--- src/rtl/reg_temp_pkg.sv ---
// Shared defaults, word type and occupancy-width helper for the reg_temp pipeline slice.
package reg_temp_pkg;

    localparam int DATA_W_DEF = 32;
    localparam logic [31:0] RESET_VAL_DEF = 32'h0;

    typedef logic [31:0] word_t;

    // Bits needed to count 0..depth valid stages.
    function automatic int clog2_occ(input int depth);
        int w;
        w = 0;
        while ((1 << w) < (depth + 1)) begin
            w = w + 1;
        end
        return w;
    endfunction

endpackage

--- src/rtl/reg_temp_stage.sv ---
// One elastic pipeline stage: a WIDTH-bit data register plus its valid bit.
module reg_temp_stage
    import reg_temp_pkg::*;
#(
    parameter int    WIDTH       = DATA_W_DEF,
    parameter word_t RESET_VALUE = RESET_VAL_DEF
) (
    input  logic             clk,
    input  logic             reset,
    input  logic             flush,
    input  logic             up_valid,
    input  logic [WIDTH-1:0] up_data,
    input  logic             dn_ready,
    output logic             valid,
    output logic [WIDTH-1:0] data,
    output logic             rdy
);

    // An empty stage always accepts, which lets bubbles collapse under a downstream stall.
    assign rdy = !valid || dn_ready;

    always_ff @(posedge clk or negedge reset) begin
        if (!reset) begin
            valid <= 1'b0;
            data  <= WIDTH'(RESET_VALUE);
        end else if (flush) begin
            valid <= 1'b0;
        end else if (rdy) begin
            valid <= up_valid;
            data  <= up_data;
        end
    end

endmodule

--- src/rtl/reg_temp_pipe.sv ---
// DEPTH-stage elastic pipeline register with stall propagation and synchronous flush.
// Optional statistics (stall_cnt, occupancy) are built when REG_TEMP_PIPE_STATS_EN is defined.
module reg_temp_pipe
    import reg_temp_pkg::*;
#(
    parameter int    WIDTH       = DATA_W_DEF,
    parameter int    DEPTH       = 1,
    parameter word_t RESET_VALUE = RESET_VAL_DEF
) (
    input  logic                          clk,
    input  logic                          reset,
    input  logic                          flush,
    input  logic                          in_valid,
    input  logic [WIDTH-1:0]              in_data,
    output logic                          in_ready,
    output logic                          out_valid,
    output logic [WIDTH-1:0]              out_data,
    input  logic                          out_ready
`ifdef REG_TEMP_PIPE_STATS_EN
    ,
    output logic [31:0]                   stall_cnt,
    output logic [clog2_occ(DEPTH)-1:0]   occupancy
`endif
);

    // Handshake: a word moves across an interface on a rising edge where valid && ready.
    // valid never waits on ready; ready is a purely combinational chain from out_ready back
    // to in_ready, and a holder keeps its data stable while valid && !ready.
    logic [DEPTH-1:0] stg_valid;
    logic [WIDTH-1:0] stg_data [DEPTH];
    logic [DEPTH:0]   rdy;

    assign rdy[DEPTH] = out_ready;
    assign in_ready   = rdy[0];
    assign out_valid  = stg_valid[DEPTH-1];
    assign out_data   = stg_data[DEPTH-1];

    for (genvar k = 0; k < DEPTH; k++) begin : g_stage
        logic             up_v;
        logic [WIDTH-1:0] up_d;

        if (k == 0) begin : g_head
            assign up_v = in_valid;
            assign up_d = in_data;
        end else begin : g_body
            assign up_v = stg_valid[k-1];
            assign up_d = stg_data[k-1];
        end

        reg_temp_stage #(
            .WIDTH       (WIDTH),
            .RESET_VALUE (RESET_VALUE)
        ) u_stage (
            .clk      (clk),
            .reset    (reset),
            .flush    (flush),
            .up_valid (up_v),
            .up_data  (up_d),
            .dn_ready (rdy[k+1]),
            .valid    (stg_valid[k]),
            .data     (stg_data[k]),
            .rdy      (rdy[k])
        );
    end

`ifdef REG_TEMP_PIPE_STATS_EN
    localparam int OCC_W = clog2_occ(DEPTH);

    // Saturating count of cycles where the consumer is holding off a valid word.
    always_ff @(posedge clk or negedge reset) begin
        if (!reset) begin
            stall_cnt <= '0;
        end else if (out_valid && !out_ready && (stall_cnt != 32'hFFFF_FFFF)) begin
            stall_cnt <= stall_cnt + 32'd1;
        end
    end

    // Derived from the valid bits, so reset and flush clear it with them.
    always_comb begin
        occupancy = '0;
        for (int k = 0; k < DEPTH; k++) begin
            occupancy = occupancy + OCC_W'(stg_valid[k]);
        end
    end
`endif

endmodule
--- config.mk ---
export PLATFORM = sky130hd
export DESIGN_NAME = reg_temp_pipe
export DESIGN_NICKNAME = d
export VERILOG_FILES = /design/src/rtl/reg_temp_pkg.sv /design/src/rtl/reg_temp_stage.sv /design/src/rtl/reg_temp_pipe.sv
export SDC_FILE = /design/constraint.sdc
export NUM_CORES = 1
export LEC_CHECK = 0
export CAP_MARGIN = 10
export CORE_MARGIN = 5
export CORE_UTILIZATION = 42
export DETAILED_ROUTE_END_ITERATION = 16
export PLACE_DENSITY = 0.88
export SYNTH_ARGS = -nofsm -noshare
export SYNTH_HDL_FRONTEND = slang
export SYNTH_HIERARCHICAL = 1
export SYNTH_SLANG_ARGS = --single-unit
--- constraint.sdc ---
create_clock -name clk -period 3.1 [get_ports clk]
set_clock_uncertainty 0.1 [all_clocks]
set_input_delay 0.93 -clock clk [delete_from_list [all_inputs] [get_ports clk]]
set_output_delay 0.93 -clock clk [all_outputs]
set_load 0.02 [all_outputs]
== Yosys cells after proc, flatten, opt, wreduce, memory -nomap -nowiden ==
Cells that the tools add are included.

* Reduce and logical (&&, ||, !) cells: 4
* Multiplexer cells: 2
* Bitwise logic cells: 1

{| class="wikitable"
|+ Operator list
! operator !! count
|-
| $mux 1 || 2
|-
| $reduce_and 2->1 || 1
|-
| $reduce_bool 2->1 || 1
|-
| $logic_not 1->1 || 1
|-
| $logic_or 1x1->1 || 1
|-
| $not 1->1 || 1
|}

* Register bits: 33
* Output and inout bits: 34
* Input bits: 37
* Word-level logic and storage cells: 9

== Longest topological paths before layout ==
Gate-level depths: netlist (run 1).

* Depth after elaboration: 4
* Mapped depth: 4
* Gate-level depth less buffers: 3

== Least setup slack after synthesis (run 1) ==
OpenSTA, ideal clock, no wires.

* Path kind: input to output
* From: in out_ready
* To: out in_ready
* Required time: 2.070 ns
* Slack: 0.895 ns
* Arrival time: 1.175 ns
* Buffers on the path: 0
* Cell stages on the path: 2
* Path through: nor2b_4 -> inv_1

* Cells in the longest elaborated chain, start to end: 1

{| class="wikitable"
|+ Ends and longest elaborated chain
! element !! RTL line !! source
|-
| start, declared || reg_temp_pipe.sv:18 || <nowiki>input logic out_ready</nowiki>
|-
| $logic_or 1x1->1 || reg_temp_stage.sv:20 || <nowiki>assign rdy = !valid || dn_ready;</nowiki>
|-
| end, declared || reg_temp_pipe.sv:15 || <nowiki>output logic in_ready,</nowiki>
|}

Every way passes these cells.

== Final worst setup path (run 1) ==
Same ends and word-level chain as after synthesis.

==> impl_metrics.csv, run 1 <==
group,metric,value,unit
run_status,outcome,"complete, no violations",
floorplanning,dieWidth,67.3,microns
clock_tree,root_buffer,"clkbuf_4",
floorplanning,fp-row-count,20,
sta,finalSetupViolCount,0,
clock_tree,clkSinkCount,33,
worst_setup_path,crit_path_end_kind,"output pin",
worst_setup_path,cp_max_fo,2,
cells_and_area,antenna_cells,0,
synthesis,netlist.area_leader.share,59.8,%
synthesis,synth_edf_count,0,
worst_setup_path,r2r_cells,5,
synthesis,ys_warn_count,6,
worst_setup_path,worstSetupPathType,"input port to output pin",
clock_tree,clk_pin_slew_worst_paths,90,ps
clock_tree,clock_latency,320,ps
detailed_routing,drt-total-wl,3140,microns
synthesis,synthXorXnorAreaFrac,0,%
detailed_routing,wl_per_cell,16.1,microns
floorplanning,start_util,44.5,%
synthesis,ys.flop_type,"dfrtp_1",
synthesis,synth.mux.area_fraction,34.3,%
detailed_routing,num_vias,894,
grt,grt_pass1_wl,4830,microns
synthesis,synth_compound_area_share,0,%
power_and_ir_drop,peakVddDrop,311,uV
cells_and_area,drive_above_1_share,29.1,%
sta,period_share,93.1,%
synthesis,synth_area_per_cell,18.9,sq um
grt,antenna_found_initial,0,
worst_setup_path,r2r-start,"g_stage[0].u_stage/valid",
clock_tree,cts_hold_buf,0,
floorplanning,ioPinCount,71,
synthesis,synth.distinct_cells,8,
sta,max_freq,0.346,GHz
synthesis,synth_area_leaders,"dfrtp_1, mux2_4, buf_8",
synthesis,syn_nets,110,
hold_path,hold_path.class,"register to register",
placement,place.gp.congestion,0.796,
worst_setup_path,critPathArrivalTime,1860,ps
clock_tree,h-tree-depth,2,
synthesis,yosys-top-cells-count,"dfrtp_1, mux2_4, buf_8, mux2_2, nor2_1",
clock_tree,cts_buffers,5,
synthesis,syn-cell-area,1380,sq um
sta,tightest_slew,395,ps
cells_and_area,syn_to_final_growth,57.6,%
synthesis,yosysMostFrequentCell,"dfrtp_1",
synthesis,yosysTopAreaCell,"dfrtp_1",
clock_tree,cts_resized,1,
flow_run,drv_cap,0,
synthesis,synth_top_family_by_area,"multiplexers",
worst_setup_path,r2r_slack,1480,ps
detailed_routing,via_per_inst,4.58,
sta,drv_slew,0,
synthesis,synthArstFlopShare,100,%
floorplanning,die-area,4530,sq um
cells_and_area,nNetsFinal,188,
cells_and_area,finish.instance_area,2170,sq um
sta,relSlewSlack,73.7,%
power_and_ir_drop,powerDensity,504,nW/um^2
worst_setup_path,r2r-end,"g_stage[0].u_stage/data[25]",
clock_tree,cts_tree,"yes",
hold_path,hp-start,"g_stage[0].u_stage/data[5]",
worst_setup_path,cp-start-kind,"input port",
sta,rsz0062_at_grt,"false",
floorplanning,fp.dieH,67.3,microns
power_and_ir_drop,power.leakage,0.000972,uW
placement,dpl_cell_area,2120,sq um
placement,dp_hpwl,2400,microns
worst_setup_path,required,2070,ps
grt,grt_util_all_layers,14.9,%
grt,overflow,0,
detailed_routing,drcViolationCount,0,
sta,min_period,2890,ps
detailed_routing,drtIter0Drc,44,
synthesis,yosysSeqAreaShare,59.8,%
grt,grt_pass1_vias,994,
synthesis,synthSimpleGateAreaFrac,2.36,%
synthesis,netlist_instances,73,
grt,grt_max_degree,34,
cells_and_area,fill_cells,234,
cells_and_area,final_core_util,70.1,%
hold_path,whs_path_depth,1,
synthesis,synthAdderAreaFrac,0,%
placement,port_buffers,70,
floorplanning,coreArea,3100,sq um
synthesis,postSynthRegisterBits,33,
detailed_routing,antenna_left,0,
clock_tree,cts_setup_buffers,0,
detailed_routing,dr.pass1.iters,3,
clock_tree,cts_max_path_buffers,2,
hold_path,min_to,"g_stage[0].u_stage/data[5]",
sta,final_hold_viol_count,0,
-- kinds of logic after synthesis --
family	after synthesis
flip-flops	33
multiplexers	32
AND/OR/NAND/NOR	4
buffers and inverters	4
-- layout make-up --
type / count / area, sq um / area share, %
multi-input cells: 36 / 505 / 23.2
well taps: 44 / 55.1 / 2.53
repair buffers: 74 / 729 / 33.5
clock buffers: 7 / 55.1 / 2.53
inverters: 1 / 3.75 / 0.173
flip-flops and latches: 33 / 826 / 38.0
-- layer usage --
metal	up-vias	part of all wire (%)	track usage, %
li1	406	-	-
met1	441	37	15.5
met2	41	54	26.3
met3	6	6.2	6.16
met4	0	2.6	6.33
met5	-	0	0
-- stage by stage --
step           hold slack, ps  cells  setup TNS [ps]  total power, uW  worst slack [ps]
6_report                  413    195               0             1100               214
4_1_cts                   417    195               0             1110               210
3_5_place_dp              392    188           -63.1              871             -63.1
5_1_grt                   433    195               0             1150               167
2_1_floorplan             534     73               0              692               895
3_3_place_gp              389    188           -48.4              863             -48.4
-- where the power goes --
part           switching, uW  leakage, uW  internal, uW
Clock                    129    0.0000314           107
Combinational            137     0.000554           209
Sequential              30.5     0.000387           483
Total                    297     0.000972           799
-- flip-flops by register name (all words and copies together) (netlist names) --
name and count:
g_stage.u_stage/data 32, g_stage.u_stage/valid 1
-- cell usage in the layout, fill, tap and decap left out --
master           netlist  routed
nor2b_4                1       1
mux2_2                 2       2
buf_4                  0       4
clkbuf_8               0       1
clkdlybuf4s50_1        0      69
clkbuf_1               0       1
dfrtp_1               33      33
clkbuf_4               0       5
nor2_1                 2       2
dlygate4sd2_1          0       1
inv_1                  1       1
mux2_4                30      30
nor2_4                 1       1
-- worst max path at each step --
stage | start | end | slack (ps) | cells after the start
5_1_grt | out_ready | in_ready | 170 | 4
3_5_place_dp | out_ready | in_ready | -60 | 4
6_report | out_ready | in_ready | 210 | 4
3_3_place_gp | out_ready | in_ready | -50 | 4
2_1_floorplan | out_ready | in_ready | 900 | 2
4_1_cts | out_ready | in_ready | 210 | 4
-- critical path: stages --
cell             delay (ps)
clkdlybuf4s50_1         510
nor2b_4                  50
inv_1                    40
dlygate4sd2_1           320
Power figures use the tool's default switching activity.
==> run 2: changes to the inputs <==
--- a/config.mk
+++ b/config.mk
@@ -7,9 +7,10 @@
 export LEC_CHECK = 0
 export CAP_MARGIN = 10
 export CORE_MARGIN = 5
-export CORE_UTILIZATION = 42
+export CORE_UTILIZATION = 44
+export CTS_BUF_LIST = sky130_fd_sc_hd__clkbuf_4 sky130_fd_sc_hd__clkbuf_8
 export DETAILED_ROUTE_END_ITERATION = 16
-export PLACE_DENSITY = 0.88
+export PLACE_DENSITY = 0.92
 export SYNTH_ARGS = -nofsm -noshare
 export SYNTH_HDL_FRONTEND = slang
 export SYNTH_HIERARCHICAL = 1
==> run 2 against run 1 <==
  * Global-route usage is 0.81 points higher
  * Largest power group unchanged
  * Clock power is 5% higher
  * Highest routed layer unchanged
  * Sequential share of layout area is 0.15 points lower
  * Via count is 1.0% lower
  * Die area is 3.9% lower
  * Critical path type unchanged
  * Total power is 1.2% higher
==> impl_metrics.csv, run 2 (synthesis results as in run 1) <==
group,metric,value,unit
run_status,outcome,"complete, no violations",
grt,grt_pass1_wl,5180,microns
worst_setup_path,path_cells,"clkdlybuf4s50_1 > nor2b_4 > inv_1 > dlygate4sd2_1",
cells_and_area,final_cell_mix,"clkdlybuf4s50_1, dfrtp_1, mux2_4",
sta,finalSetupTns,0,ps
worst_setup_path,required,2070,ps
power_and_ir_drop,peakVddDrop,268,uV
clock_tree,cts_buffers,5,
hold_path,hold_path.class,"register to register",
grt,grt_max_degree,34,
floorplanning,dieWidth,66.0,microns
flow_run,drv_cap,0,
worst_setup_path,worstSetupPathType,"input port to output pin",
floorplanning,ioPinCount,71,
cells_and_area,antenna_cells,0,
clock_tree,cts_max_path_buffers,2,
floorplanning,die-area,4360,sq um
clock_tree,cts_hold_buf,0,
detailed_routing,wl_per_cell,16.9,microns
placement,place.gp.congestion,0.672,
sta,drv_slew,0,
grt,grt_util_all_layers,15.7,%
detailed_routing,drcViolationCount,0,
worst_setup_path,r2r_cells,5,
sta,final_hold_viol_count,0,
placement,place_ws,-58.9,ps
sta,rsz0062_at_grt,"false",
detailed_routing,drt-total-wl,3270,microns
worst_setup_path,crit_path_end_kind,"output pin",
placement,dpl_cell_area,2130,sq um
detailed_routing,dr.pass1.iters,2,
grt,grt_pass1_vias,1040,
cells_and_area,fill_cells,191,
placement,port_buffers,70,
clock_tree,clkSinkCount,33,
clock_tree,clock_latency,310,ps
cells_and_area,nNetsFinal,187,
worst_setup_path,cp_max_fo,2,
cells_and_area,reg.largest.list,"g_stage.u_stage/data (32), g_stage.u_stage/valid (1)",
floorplanning,coreArea,3030,sq um
cells_and_area,regMostFlops,"g_stage.u_stage/data",
grt,antenna_found_initial,0,
power_and_ir_drop,power.leakage,0.000975,uW
sta,tightest_slew,417,ps
hold_path,whs_path_depth,1,
floorplanning,start_util,45.6,%
sta,max_freq,0.347,GHz
floorplanning,fp-row-count,20,
clock_tree,clk_pin_slew_worst_paths,90,ps
sta,period_share,93.1,%
detailed_routing,drtIter0Drc,37,
sta,min_period,2890,ps
clock_tree,h-tree-depth,2,
cells_and_area,final_core_util,72.1,%
clock_tree,cts_setup_buffers,0,
clock_tree,root_buffer,"clkbuf_4",
cells_and_area,syn_to_final_growth,58.2,%
detailed_routing,via_per_inst,4.56,
grt,overflow,0,
sta,finalSetupViolCount,0,
worst_setup_path,slowest_delay,510,ps
cells_and_area,final_common_cell,"clkdlybuf4s50_1",
detailed_routing,num_vias,885,
placement,dp_hpwl,2410,microns
detailed_routing,antenna_left,0,
sta,relSlewSlack,72.2,%
cells_and_area,finish.instance_area,2180,sq um
cells_and_area,drive_above_1_share,29.3,%
cells_and_area,largest_register_ffs,32,
clock_tree,cts_tree,"yes",
power_and_ir_drop,powerDensity,508,nW/um^2
sta,finalWorstSetupSlack,215,ps
worst_setup_path,cp-start-kind,"input port",
worst_setup_path,critPathArrivalTime,1860,ps
floorplanning,fp.dieH,66.0,microns
worst_setup_path,slowest_stage,"clkdlybuf4s50_1",
==> run 2: cell count changes in the layout (fill, tap and decap cells not counted), sizes merged <==
cell,previous run,this run
buf,4,3
==> run 2: per-stage QoR <==
stage | power (uW) | instances | hold WS (ps)
2_1_floorplan | 692 | 73 | 534
3_3_place_gp | 864 | 187 | 393
3_5_place_dp | 873 | 187 | 392
4_1_cts | 1120 | 194 | 423
5_1_grt | 1170 | 194 | 434
6_report | 1110 | 194 | 419
==> run 2: worst paths after layout <==
kind,start,endpoint,slack [ps]
max reg2reg,g_stage[0].u_stage/valid,g_stage[0].u_stage/data[25],1510
min in group asynchronous,reset,g_stage[0].u_stage/data[10],940
min reg2reg,g_stage[0].u_stage/data[11],g_stage[0].u_stage/data[11],420
max,out_ready,in_ready,210
max in group asynchronous,reset,g_stage[0].u_stage/data[20],1660
min,g_stage[0].u_stage/data[11],g_stage[0].u_stage/data[11],420
==> run 2: cell type report <==
class	count	area, sq um	area share, %
flip-flops and latches	33	826	37.8
repair buffers	73	734	33.6
multi-input cells	36	505	23.2
clock buffers	7	58.8	2.69
well taps	44	55.1	2.52
inverters	1	3.75	0.172
==> run 2: report_power, final <==
| group | internal, uW | switching [uW] | total [uW] | leakage, uW |
|---|---|---|---|---|
| Clock | 116 | 132 | 247 | 0.0000348 |
| Sequential | 483 | 29.8 | 513 | 0.000387 |
| Combinational | 210 | 139 | 349 | 0.000553 |
==> run 2: layer usage <==
metal | wire, microns | vias up | global-route usage, %
met4 | 17 | 0 | 4.57
met3 | 218 | 2 | 4.25
met2 | 1600 | 46 | 27.0
li1 | - | 405 | -
met5 | 0 | - | 0
met1 | 1440 | 432 | 19.2
==> run 2: what timing repair did <==
item                       in CTS  in global routing
hold endpoints to repair        0                  0
setup endpoints to repair       1                  0
gates resized for setup         1                  0
==> run 2: critical path, delay by kind of cell <==
| kind | cells | cell delay, ps |
|---|---|---|
| simple gates | 1 | 50 |
| buf+inv | 3 | 870 |
==> patch: new RTL, settings of run 2 <==
Change the package constant `DATA_W_DEF` from 32 to 28.
--- a/src/rtl/reg_temp_pkg.sv
+++ b/src/rtl/reg_temp_pkg.sv
@@ -1,7 +1,7 @@
 // Shared defaults, word type and occupancy-width helper for the reg_temp pipeline slice.
 package reg_temp_pkg;
 
-    localparam int DATA_W_DEF = 32;
+    localparam int DATA_W_DEF = 28;
     localparam logic [31:0] RESET_VAL_DEF = 32'h0;
 
     typedef logic [31:0] word_t;
Interface: changed (resized in_data and out_data); port bits go from 71 to 63. No check against the original RTL was run, so the function may have changed too.
==> patch against run 2 <==
Core utilization fell by 1.0 points. Count of clock-buffer cells in the layout rose by 1. Critical path depth stayed put. Synthesized area down 13%. Clock power shrank 4%. Power fell by 11%. Cell area decreased by 13%. Worst setup slack lost 0.0045 ns. Routed wire length fell by 15%. Non-clock buffer count shrank 7. Sequential cell count shrank 4. Largest cell class unchanged. Largest power group unchanged.
==> patch: results (changes against run 2) <==
- CP startpoint: out_ready
- Number of synthesis warnings: 6 (unchanged)
- Post-CTS resize count: 1 (unchanged)
- Count of placed standard cells including taps: 159 (-15%)
- Number of nets in the synthesized netlist: 97 (-12%)
- Post-synthesis share of cell area spent on full adders, half adders and majority gates: 0% (unchanged)
- WHS Endpoint: g_stage[0].u_stage/data[9]
- WL/cell: 16.6 um (-1.4%)
- Mux contribution to synthesized area: 32.5% (-1.8 points)
- Final Instance Count excl. Fillers: 167 (-14%)
- Detailed-route via count: 792 (-11%)
- Final critical-path required period: 2.89 ns (+0.00446 ns)
- Worst Reg2Reg Path Length in Cells: 5 (unchanged)
- Post-Route Hold Slack: 0.411 ns (-0.00743 ns)
- Met2 usage: 27.2% (+0.17 points)
- Sum of net half-perimeters after detailed placement: 2170 um (-10%)
- Largest regs: g_stage.u_stage/data: 28 flops, g_stage.u_stage/valid: 1 flops
- Final weighted congestion in routability-driven placement: 0.650 (-3.2%)
- P_leak: 0.000848 uW (-13%)
- Switching portion of total power: 27.2% (+0.13 points)
- Diode insertion count for antenna repair: 0 (unchanged)
- Transition time at the pin with the least slew margin: 0.365 ns (-0.0525 ns)
- Via count of the first global-routing pass: 987 (-5.1%)
- Most numerous cell types in the synthesized netlist: sky130_fd_sc_hd__dfrtp_1 (29), sky130_fd_sc_hd__mux2_4 (20), sky130_fd_sc_hd__mux2_2 (8)
- Clock root cell: sky130_fd_sc_hd__clkbuf_4
- Overall routing resource usage: 15.6% (-0.17 points)
- Met1 layer usage reported by global route: 14.5% (-4.7 points)
- M3 GR Usage: 8.11% (+3.9 points)
- Minimum setup slack after placement: -0.0744 ns (-0.0156 ns)
- TritonRoute pass-1 iters: 2 (unchanged)
- Met3 Routed Length: 331 um (+52%)
- Total cell area at the placement stage: 0.00185 mm2 (-13%)
- Routed metal-1 wirelength: 967 um (-33%)
- 1st-iter DRT viols: 5 (-86%)
- First-pass GRT wire length: 4660 um (-9.9%)
- Result of the run: completed
- Peak per-stage delay on the critical path: 0.51 ns (about the same)
- Post-synthesis sequential area ratio: 60.4% (+0.58 points)
- Largest net degree at the start of global routing: 30 (-12%)
- Clock-pin slew on the worst setup and hold paths: roughly 0.080 ns
- Startpoint of the worst hold path: g_stage[0].u_stage/data[9]
- Sequential cell power: 450 uW (-12%)
- Cell depth of the worst min-delay path: 1 (unchanged)
- Port Buf Inserts: 62 (-11%)
- Proportion of power drawn by flip-flops and latches: 45.5% (-0.7 points)
- Detail Route met2 WL: 1430 um (-11%)
- Peak supply drop: 0.501 mV (+87%)
- Clock group share of total power: 24.1% (+1.8 points)
- Post-synthesis area per instance: 18.8 um2 (-0.73%)
- Internal reg-to-reg setup slack: 1.51 ns (about the same)
- Proportion of layout cells with a drive suffix above 1: 30.9% (+1.5 points)
- End of the worst register-to-register path: g_stage[0].u_stage/data[21]
- Kind of start point of the critical path: input pin
- Cell types occupying the most area after synthesis: sky130_fd_sc_hd__dfrtp_1 (60%), sky130_fd_sc_hd__mux2_4 (25%), sky130_fd_sc_hd__mux2_2 (7.5%)
- Share of synthesized registers carrying an async set or reset: 100% (unchanged)
==> patch: cell count changes in the layout (fill, tap and decap cells not counted) <==
cell	delta
sky130_fd_sc_hd__clkdlybuf4s50_1	-8
sky130_fd_sc_hd__buf_12	-1
sky130_fd_sc_hd__clkbuf_4	+2
sky130_fd_sc_hd__nor2_8	+1
sky130_fd_sc_hd__nor2_4	-1
sky130_fd_sc_hd__mux2_2	+6
sky130_fd_sc_hd__buf_4	+2
sky130_fd_sc_hd__dfrtp_1	-4
sky130_fd_sc_hd__clkbuf_8	-1
sky130_fd_sc_hd__mux2_4	-10
==> patch: worst max-delay path: cells and delay by family <==
kind | cells | cell delay, ns
AND/OR/NAND/NOR | 1 | 0.05
buffers and inverters | 3 | 0.87
==> patch: final cells by class <==
class | count | area (um2)
Fill cell | 182 | 777
Sequential cell | 29 | 726
Timing Repair Buffer | 66 | 649
Multi-Input combinational cell | 32 | 432
Clock buffer | 8 | 60.1
Tap cell | 31 | 38.8
Inverter | 1 | 3.75
